**src/rtl/vga_fb_arbiter_if.sv**
```systemverilog
// Framebuffer arbiter bus bundle.
// Groups the display read port, drawer write handshake, clear-engine control,
// stall counter and the single-port RAM connection.
//   slave  : the arbiter side (vga_fb_arbiter)
//   master : the surrounding logic (display fetch, drawer, clear control, RAM)
interface vga_fb_arbiter_if #(
  parameter int unsigned ADDR_W = 15,
  parameter int unsigned DATA_W = 8
);
  // display fetch
  logic              disp_req;
  logic [ADDR_W-1:0] disp_addr;
  logic [DATA_W-1:0] disp_data;
  logic              disp_valid;
  // drawer write handshake
  logic              wr_valid;
  logic [ADDR_W-1:0] wr_addr;
  logic [DATA_W-1:0] wr_data;
  logic              wr_ready;
  // clear engine control
  logic              clear_start;
  logic [DATA_W-1:0] clear_data;
  logic              clear_busy;
  // framebuffer RAM
  logic [ADDR_W-1:0] mem_addr;
  logic [DATA_W-1:0] mem_wdata;
  logic              mem_we;
  logic [DATA_W-1:0] mem_rdata;
  // diagnostics
  logic [15:0]       stall_cnt;

  modport slave (
    input  disp_req, disp_addr, wr_valid, wr_addr, wr_data,
           clear_start, clear_data, mem_rdata,
    output disp_data, disp_valid, wr_ready, clear_busy,
           mem_addr, mem_wdata, mem_we, stall_cnt
  );

  modport master (
    output disp_req, disp_addr, wr_valid, wr_addr, wr_data,
           clear_start, clear_data, mem_rdata,
    input  disp_data, disp_valid, wr_ready, clear_busy,
           mem_addr, mem_wdata, mem_we, stall_cnt
  );
endinterface

```
**src/rtl/vga_fb_arbiter.sv**
```systemverilog
// Single-port framebuffer arbiter for the VGA path.
// Shares one synchronous-read RAM between the display fetch (absolute
// priority), a built-in full-buffer clear engine and a valid/ready drawer.
// Ports:
//   clk - system clock
//   clr - asynchronous active-high reset
//   bus - vga_fb_arbiter_if.slave: display read port (2-clock latency),
//         drawer write handshake, clear control/busy, RAM port, stall count
module vga_fb_arbiter #(
  parameter int unsigned ADDR_W   = 15,
  parameter int unsigned DATA_W   = 8,
  parameter int unsigned FB_DEPTH = 19200
) (
  input logic           clk,
  input logic           clr,
  vga_fb_arbiter_if.slave bus
);

  localparam logic [0:0] ST_IDLE  = 1'b0;
  localparam logic [0:0] ST_CLEAR = 1'b1;

  localparam logic [ADDR_W-1:0] DEPTH_A = ADDR_W'(FB_DEPTH);
  localparam logic [ADDR_W-1:0] LAST_A  = ADDR_W'(FB_DEPTH - 1);

  logic [0:0]        state_q, state_d;
  logic [ADDR_W-1:0] ptr_q, ptr_d;
  logic [DATA_W-1:0] color_q, color_d;
  logic [ADDR_W-1:0] addr_q, addr_d;
  logic              rd_pend_q, rd_pend_d;
  logic              rd_oob_q, rd_oob_d;
  logic              disp_valid_q, disp_valid_d;
  logic [DATA_W-1:0] disp_data_q, disp_data_d;
  logic [15:0]       stall_q, stall_d;

  logic              disp_in_range;
  logic              wr_in_range;

  always_comb begin
    state_d      = state_q;
    ptr_d        = ptr_q;
    color_d      = color_q;
    stall_d      = stall_q;

    disp_in_range = bus.disp_addr < DEPTH_A;
    wr_in_range   = bus.wr_addr < DEPTH_A;

    bus.wr_ready  = !clr && !bus.disp_req && (state_q == ST_IDLE);
    bus.mem_addr  = addr_q;
    bus.mem_wdata = '0;
    bus.mem_we    = 1'b0;

    // Read pipeline: stage 1 tracks the request while the RAM reads,
    // stage 2 registers the returned pixel (or 0 for an out-of-range address).
    rd_pend_d    = bus.disp_req;
    rd_oob_d     = !disp_in_range;
    disp_valid_d = rd_pend_q;
    disp_data_d  = disp_data_q;
    if (rd_pend_q) begin
      disp_data_d = rd_oob_q ? '0 : bus.mem_rdata;
    end

    if (bus.disp_req) begin
      if (disp_in_range) begin
        bus.mem_addr = bus.disp_addr;
      end
    end else if (state_q == ST_CLEAR) begin
      bus.mem_addr  = ptr_q;
      bus.mem_wdata = color_q;
      bus.mem_we    = 1'b1;
      ptr_d         = ptr_q + ADDR_W'(1);
      if (ptr_q == LAST_A) begin
        state_d = ST_IDLE;
        ptr_d   = '0;
      end
    end else if (bus.wr_valid && bus.wr_ready) begin
      // Out-of-range writes still complete the handshake but never reach RAM.
      if (wr_in_range) begin
        bus.mem_addr  = bus.wr_addr;
        bus.mem_wdata = bus.wr_data;
        bus.mem_we    = 1'b1;
      end
    end

    if ((state_q == ST_IDLE) && bus.clear_start) begin
      state_d = ST_CLEAR;
      ptr_d   = '0;
      color_d = bus.clear_data;
    end

    if (bus.wr_valid && !bus.wr_ready && (stall_q != 16'hFFFF)) begin
      stall_d = stall_q + 16'd1;
    end

    if (clr) begin
      bus.mem_we = 1'b0;
    end

    // Idle cycles re-drive the last address so the RAM port stays quiet.
    addr_d = bus.mem_addr;
  end

  always_ff @(posedge clk or posedge clr) begin
    if (clr) begin
      state_q      <= ST_IDLE;
      ptr_q        <= '0;
      color_q      <= '0;
      addr_q       <= '0;
      rd_pend_q    <= 1'b0;
      rd_oob_q     <= 1'b0;
      disp_valid_q <= 1'b0;
      disp_data_q  <= '0;
      stall_q      <= '0;
    end else begin
      state_q      <= state_d;
      ptr_q        <= ptr_d;
      color_q      <= color_d;
      addr_q       <= addr_d;
      rd_pend_q    <= rd_pend_d;
      rd_oob_q     <= rd_oob_d;
      disp_valid_q <= disp_valid_d;
      disp_data_q  <= disp_data_d;
      stall_q      <= stall_d;
    end
  end

  assign bus.disp_valid = disp_valid_q;
  assign bus.disp_data  = disp_data_q;
  assign bus.clear_busy = (state_q == ST_CLEAR);
  assign bus.stall_cnt  = stall_q;

endmodule

```
**src/flat_wrapper.sv**
```systemverilog
// flat-port wrapper written by rule: the top's interface ports become plain ports
module vga_fb_arbiter_flat 
#(
  parameter int unsigned ADDR_W   = 15,
  parameter int unsigned DATA_W   = 8,
  parameter int unsigned FB_DEPTH = 19200
)
  (clk, clr, bus_disp_req, bus_disp_addr, bus_wr_valid, bus_wr_addr, bus_wr_data, bus_clear_start, bus_clear_data, bus_mem_rdata, bus_disp_data, bus_disp_valid, bus_wr_ready, bus_clear_busy, bus_mem_addr, bus_mem_wdata, bus_mem_we, bus_stall_cnt);
  vga_fb_arbiter_if #(.ADDR_W(ADDR_W), .DATA_W(DATA_W)) bus_i ();
  input logic clk;
  input logic clr;
  input wire logic [$bits(bus_i.disp_req)-1:0] bus_disp_req;
  input wire logic [$bits(bus_i.disp_addr)-1:0] bus_disp_addr;
  input wire logic [$bits(bus_i.wr_valid)-1:0] bus_wr_valid;
  input wire logic [$bits(bus_i.wr_addr)-1:0] bus_wr_addr;
  input wire logic [$bits(bus_i.wr_data)-1:0] bus_wr_data;
  input wire logic [$bits(bus_i.clear_start)-1:0] bus_clear_start;
  input wire logic [$bits(bus_i.clear_data)-1:0] bus_clear_data;
  input wire logic [$bits(bus_i.mem_rdata)-1:0] bus_mem_rdata;
  output wire logic [$bits(bus_i.disp_data)-1:0] bus_disp_data;
  output wire logic [$bits(bus_i.disp_valid)-1:0] bus_disp_valid;
  output wire logic [$bits(bus_i.wr_ready)-1:0] bus_wr_ready;
  output wire logic [$bits(bus_i.clear_busy)-1:0] bus_clear_busy;
  output wire logic [$bits(bus_i.mem_addr)-1:0] bus_mem_addr;
  output wire logic [$bits(bus_i.mem_wdata)-1:0] bus_mem_wdata;
  output wire logic [$bits(bus_i.mem_we)-1:0] bus_mem_we;
  output wire logic [$bits(bus_i.stall_cnt)-1:0] bus_stall_cnt;
  assign bus_i.disp_req = bus_disp_req;
  assign bus_i.disp_addr = bus_disp_addr;
  assign bus_i.wr_valid = bus_wr_valid;
  assign bus_i.wr_addr = bus_wr_addr;
  assign bus_i.wr_data = bus_wr_data;
  assign bus_i.clear_start = bus_clear_start;
  assign bus_i.clear_data = bus_clear_data;
  assign bus_i.mem_rdata = bus_mem_rdata;
  assign bus_disp_data = bus_i.disp_data;
  assign bus_disp_valid = bus_i.disp_valid;
  assign bus_wr_ready = bus_i.wr_ready;
  assign bus_clear_busy = bus_i.clear_busy;
  assign bus_mem_addr = bus_i.mem_addr;
  assign bus_mem_wdata = bus_i.mem_wdata;
  assign bus_mem_we = bus_i.mem_we;
  assign bus_stall_cnt = bus_i.stall_cnt;
  vga_fb_arbiter #(.ADDR_W(ADDR_W), .DATA_W(DATA_W), .FB_DEPTH(FB_DEPTH)) u_core (.clk(clk), .clr(clr), .bus(bus_i));
endmodule
```
**config.mk**
```make
export PLATFORM = sky130hd
export DESIGN_NAME = vga_fb_arbiter_flat
export DESIGN_NICKNAME = d
export VERILOG_FILES = /design/src/rtl/vga_fb_arbiter_if.sv /design/src/rtl/vga_fb_arbiter.sv /design/src/flat_wrapper.sv
export SDC_FILE = /design/constraint.sdc
export NUM_CORES = 1
export LEC_CHECK = 0
export ABC_AREA = 1
export CAP_MARGIN = 0
export CORE_UTILIZATION = 49
export CTS_CLUSTER_SIZE = 28
export DETAILED_ROUTE_END_ITERATION = 8
export PLACE_DENSITY = 0.87
export RECOVER_POWER = 50
export SLEW_MARGIN = 10
export SYNTH_ARGS = -nofsm -noshare
export SYNTH_HDL_FRONTEND = slang
export SYNTH_SLANG_ARGS = --single-unit
```
**constraint.sdc**
```tcl
create_clock -name clk -period 4.7 [get_ports clk]
set_clock_uncertainty 0.15 [all_clocks]
set_input_delay 0.94 -clock clk [delete_from_list [all_inputs] [get_ports clk]]
set_output_delay 0.94 -clock clk [all_outputs]
set_load 0.01 [all_outputs]
```
Yosys cells after proc, flatten, opt, wreduce, memory -nomap -nowiden
Cells that the tools add are included.

storage, ports and cells
  bits of input ports = 59
  word-level logic and storage cells = 52
  output and inout port bits = 51
  flip-flop bits (word level) = 66

operators by class
  $lt $le $gt $ge = 2
  equal/unequal tests = 3
  reduce and logical (&&, ||, !) cells = 12
  bitwise operators = 1
  add/sub/neg operators = 2
  muxes and demuxes = 23

operator list
  kind                                            number
  2-to-1 mux 15 bit                               9
  2-to-1 mux 8 bit                                5
  < comparator 15 bit (second input constant)     2
  adder 16 x 1 -> 16 bit (second input constant)  1
  != test 16 bit (second input constant)          1
  adder 15 x 1 -> 15 bit (second input constant)  1
  equality test 15 bit (second input constant)    1
  2-to-1 mux 1 bit                                9
  logical AND 1 bit                               6
  zero test 1 bit                                 4
  != test 2 x 1 -> 1 bit (second input constant)  1
  AND reduction 2 bit                             1
  nonzero test 2 bit                              1
  inverter 1 bit                                  1

Logic depth before layout (Yosys ltp)
  word-level depth = 8
  gate-level depth with buffers = 11
  mapped depth without buffers = 10

Least setup slack after synthesis
OpenSTA, ideal clock, no wires.

  kind = in2out
  from = input clr
  to = output bus_mem_addr[10]
  buffers on the path = 1
  data required time = 3610 ps
  setup slack = 392 ps
  arrival = 3218 ps
  stages = 8
  path through = inv_1 -> nand2_4 -> nor2_8 -> nand3_4 -> buf_6 -> nand2_1 -> nand3_1 -> nand2_1

on the way
  cells in the longest elaborated chain, start to end = 7

ends and longest elaborated chain
  what                            line                  RTL
  start: declaration              flat_wrapper.sv:11    input logic clr;
  zero test 1 bit                 vga_fb_arbiter.sv:47  bus.wr_ready = !clr && !bus.disp_req && (state_q == ST_IDLE);
  logical AND 1 bit (2 in a row)  vga_fb_arbiter.sv:47
  logical AND 1 bit               vga_fb_arbiter.sv:75  end else if (bus.wr_valid && bus.wr_ready) begin
  2-to-1 mux 15 bit               vga_fb_arbiter.sv:75
  2-to-1 mux 15 bit               vga_fb_arbiter.sv:66  end else if (state_q == ST_CLEAR) begin
  2-to-1 mux 15 bit               vga_fb_arbiter.sv:62  if (bus.disp_req) begin
  end: declaration                flat_wrapper.sv:24    output wire logic [$bits(bus_i.mem_addr)-1:0] bus_mem_addr;

No other way between the ends.

Worst setup path in the final report
  from = input bus_disp_req
  to = output bus_mem_wdata[5]

on the way
  cells in the longest elaborated chain, start to end = 7

ends and longest elaborated chain
  what                            line                  RTL
  start: declaration              flat_wrapper.sv:12    input wire logic [$bits(bus_i.disp_req)-1:0] bus_disp_req;
  zero test 1 bit                 vga_fb_arbiter.sv:47
  logical AND 1 bit (2 in a row)  vga_fb_arbiter.sv:47
  logical AND 1 bit               vga_fb_arbiter.sv:75
  2-to-1 mux 8 bit                vga_fb_arbiter.sv:75
  2-to-1 mux 8 bit                vga_fb_arbiter.sv:66
  2-to-1 mux 8 bit (*)            vga_fb_arbiter.sv:62
  end: declaration                flat_wrapper.sv:25    output wire logic [$bits(bus_i.mem_wdata)-1:0] bus_mem_wdata;

Mark *: on every way between the ends. The rest lies on a longest branch, timed or not.

==> metrics <==
status=finished, violations left; failing checks=capacitance limit, slew limit; CTS tree=yes; Comb power frac=0.292; Power Internal=1.195 mW; CTS H-tree depth=3; Clock Path Buffers=2; Distinct cells, synth=34; actual slew at the worst max-slew pin=1.624 ns; Avg Inst Size Synth=6.942 um^2; Cell Pwr Density=318.8 nW/um^2; Seq pwr share=0.417; Num CTS Buffers=9; commonest non-fill, non-tap cell in the layout=nand2_1; Initial Util=0.5035; Post-Synth Simple-Gate Area=0.3714; final hold vios=0; Die Span X=93.66 um; clock transition at the registers of the reported paths=0.07 ns; total wire length=11210 um; commonest cells after routing, fill and taps aside=nand2_1 (174), clkdlybuf4s50_1 (95), inv_1 (92); clock power share=0.291; CP required=3.61 ns; arrival time worst endpoint=3.37 ns; GPL Wtd Cong=0.9101; Synth Area in Adders=0.006079; FMAX=224.1 MHz; DR iter-0 viols=320; DIE HEIGHT=93.66 um; worst-skew pair later-pin latency=0.34 ns; Nets=762; Synth Area in Compound Gates=0.05836; Cell Rows=33; VDD IR-drop max=171.5 uV; share of the yosys chip area belonging to registers=0.4012; Synth Instances=593; vias per inst=5.250; Final Non-Filler Cells=811; CP cell instances=dlygate4sd3_1, nor2_8, nand2_4, nor2_8, nand3_4, inv_2, nand3_1, o21ai_1, clkdlybuf4s50_1; Top delay family on crit path=buffers and inverters; critical path class=in2out; DRC=0; share of cells above drive strength 1=0.06374; RSZ-0062 raised after global routing=false; Post-Synth XOR/XNOR Area=0.04043; cell at the slowest stage of the critical path=dlygate4sd3_1; Fin Hold WS=0.3646 ns; final slew viol count=67; Worst slew margin=-0.08253; Post-DP HPWL=8279 um; switching power of the nets=0.5503 mW; Final Util=0.6696; WP buf/inv=3; main combinational cell family by area after synthesis=simple AND/OR/NAND/NOR gates; largest net degree at the start of global routing=67; sw frac=0.3153; final instance area=5474 um^2; Setup WS pre-CTS=0.3759 ns; mux cell area share after synthesis=0; Worst Setup End Kind=output pin; ANT cells=0; area of the core=8175 um^2; Tmin final=4.462 ns; Final Setup Violations=0; initial antenna violation count=0; IO Pins=110; # fillers=683; final worst-path cycle share=0.9494; post-CTS sizing=0; setup bufs post-CTS=0; Cell Area, Placed=5276 um^2; Syn-to-layout area delta=32.98%; GRT Total Usage=0.2732; crit path max fanout=17; Sequential Area=1652 um^2; worst hold path class=reg2reg; clock sinks=66; Root Driver=clkbuf_8; most used cell, CP=nor2_8; first-pass GRT wire length=18630 um; number of buffers added on ports=109; Setup TNS=0 ns; Syn Nets=654; vias after detailed routing=4258; Worst path max stage delay=0.63 ns; cts hold-fix bufs=0; routed len/inst=13.83 um; Die Area=8771 um^2; placed insts=795; #FFs+latches synth=66; Max-Cap Viols=1; multi-input logic area=1946 um^2; ANT nets after route=0; Yosys warning count=0; crit path setup slack, layout=0.2376 ns; LEAKAGE=2.690 nW; total gr overflow=0; Post-Syn Area=4116 um^2; First-pass DRT Iterations=5; CP startpoint kind=input port; vias in the first global route=4061; total power=1.745 mW
-- cell families (layout without fill, tap and decap cells) --
family | after synthesis | in the layout
AND/OR/NAND/NOR | 338 | 338
flip-flops | 66 | 66
buffers and inverters | 122 | 235
AO/OA/AOI/OAI | 46 | 46
XOR/XNOR | 19 | 19
adder cells (fa/ha/maj) | 2 | 2
-- tightest hold or removal path, stage by stage, from the launching register on --
cell and delay (ns):
dfrtp_1 0.36, inv_1 0.06, a21oi_1 0.06
-- metal layers --
layer	up-vias	track usage	wire (um)
met5	-	0	0
met4	0	0.1013	254
met3	28	0.05502	732
met2	200	0.4645	5468
met1	1961	0.3433	4758
li1	2069	-	-
-- cells in the mapped netlist --
master,number,area (um^2)
a21oi_1,9,45.04
a31oi_1,1,6.260
buf_1,2,7.510
buf_2,8,40.04
buf_4,1,7.510
buf_6,4,45.04
clkbuf_1,4,15.01
clkinv_1,1,3.750
dfrtp_1,66,1652
ha_1,2,25.02
inv_1,92,345.3
inv_2,9,33.78
inv_4,1,6.260
nand2_1,172,645.6
nand2_2,3,18.77
nand2_4,3,33.78
nand3_1,91,455.4
nand3_2,1,10.01
nand3_4,1,17.52
nand3b_1,1,7.510
nand4_1,17,106.4
nor2_1,41,153.9
nor2_2,2,12.51
nor2_4,1,11.26
nor2_8,2,40.04
nor3_1,2,10.01
o21ai_0,18,90.09
o21ai_1,14,70.07
o21ai_2,1,8.760
o21bai_1,1,7.510
o22ai_1,2,12.51
or2_2,1,6.260
xnor2_1,10,87.58
xor2_1,9,78.83
-- state kept, by name (all words and copies together) (netlist names) --
register,count
u_core.rd_oob_q,1
u_core.addr_q,15
u_core.disp_valid_d,1
u_core.bus.stall_cnt,16
u_core.color_q,8
u_core.bus.clear_busy,1
u_core.ptr_q,15
u_core.bus.disp_valid,1
u_core.bus.disp_data,8
-- layout make-up --
class	instances	share of cell area
Clock buffer	13	0.03086
Multi-Input combinational cell	405	0.3554
Tap cell	105	0.02400
Inverter	103	0.07109
Sequential cell	66	0.3017
Clock inverter	3	0.008457
Timing Repair Buffer	116	0.2085
-- power by group through the flow --
stage                     sequential, mW  clock, mW  combinational, mW
after floorplan                    0.735          0              0.269
after global placement             0.731          0              0.498
after detailed placement           0.736          0              0.513
after CTS                          0.726      0.520              0.515
after global routing               0.738      0.547              0.566
final                              0.728      0.507              0.510
-- final timing paths --
path | endpoint | cells past startpoint | startpoint | slack, ns
setup / recovery | bus_mem_wdata[5] | 9 | bus_disp_req | 0.24
hold / removal | u_core.color_q[2] | 2 | u_core.color_q[2] | 0.36
setup reg to reg | u_core.bus.stall_cnt[11] | 10 | u_core.bus.stall_cnt[0] | 2.50
hold reg to reg | u_core.color_q[2] | 2 | u_core.color_q[2] | 0.36
max in group asynchronous | u_core.ptr_q[0] | 3 | clr | 1.83
min in group asynchronous | u_core.bus.stall_cnt[0] | 3 | clr | 1.62
Power figures use the tool's default switching activity.
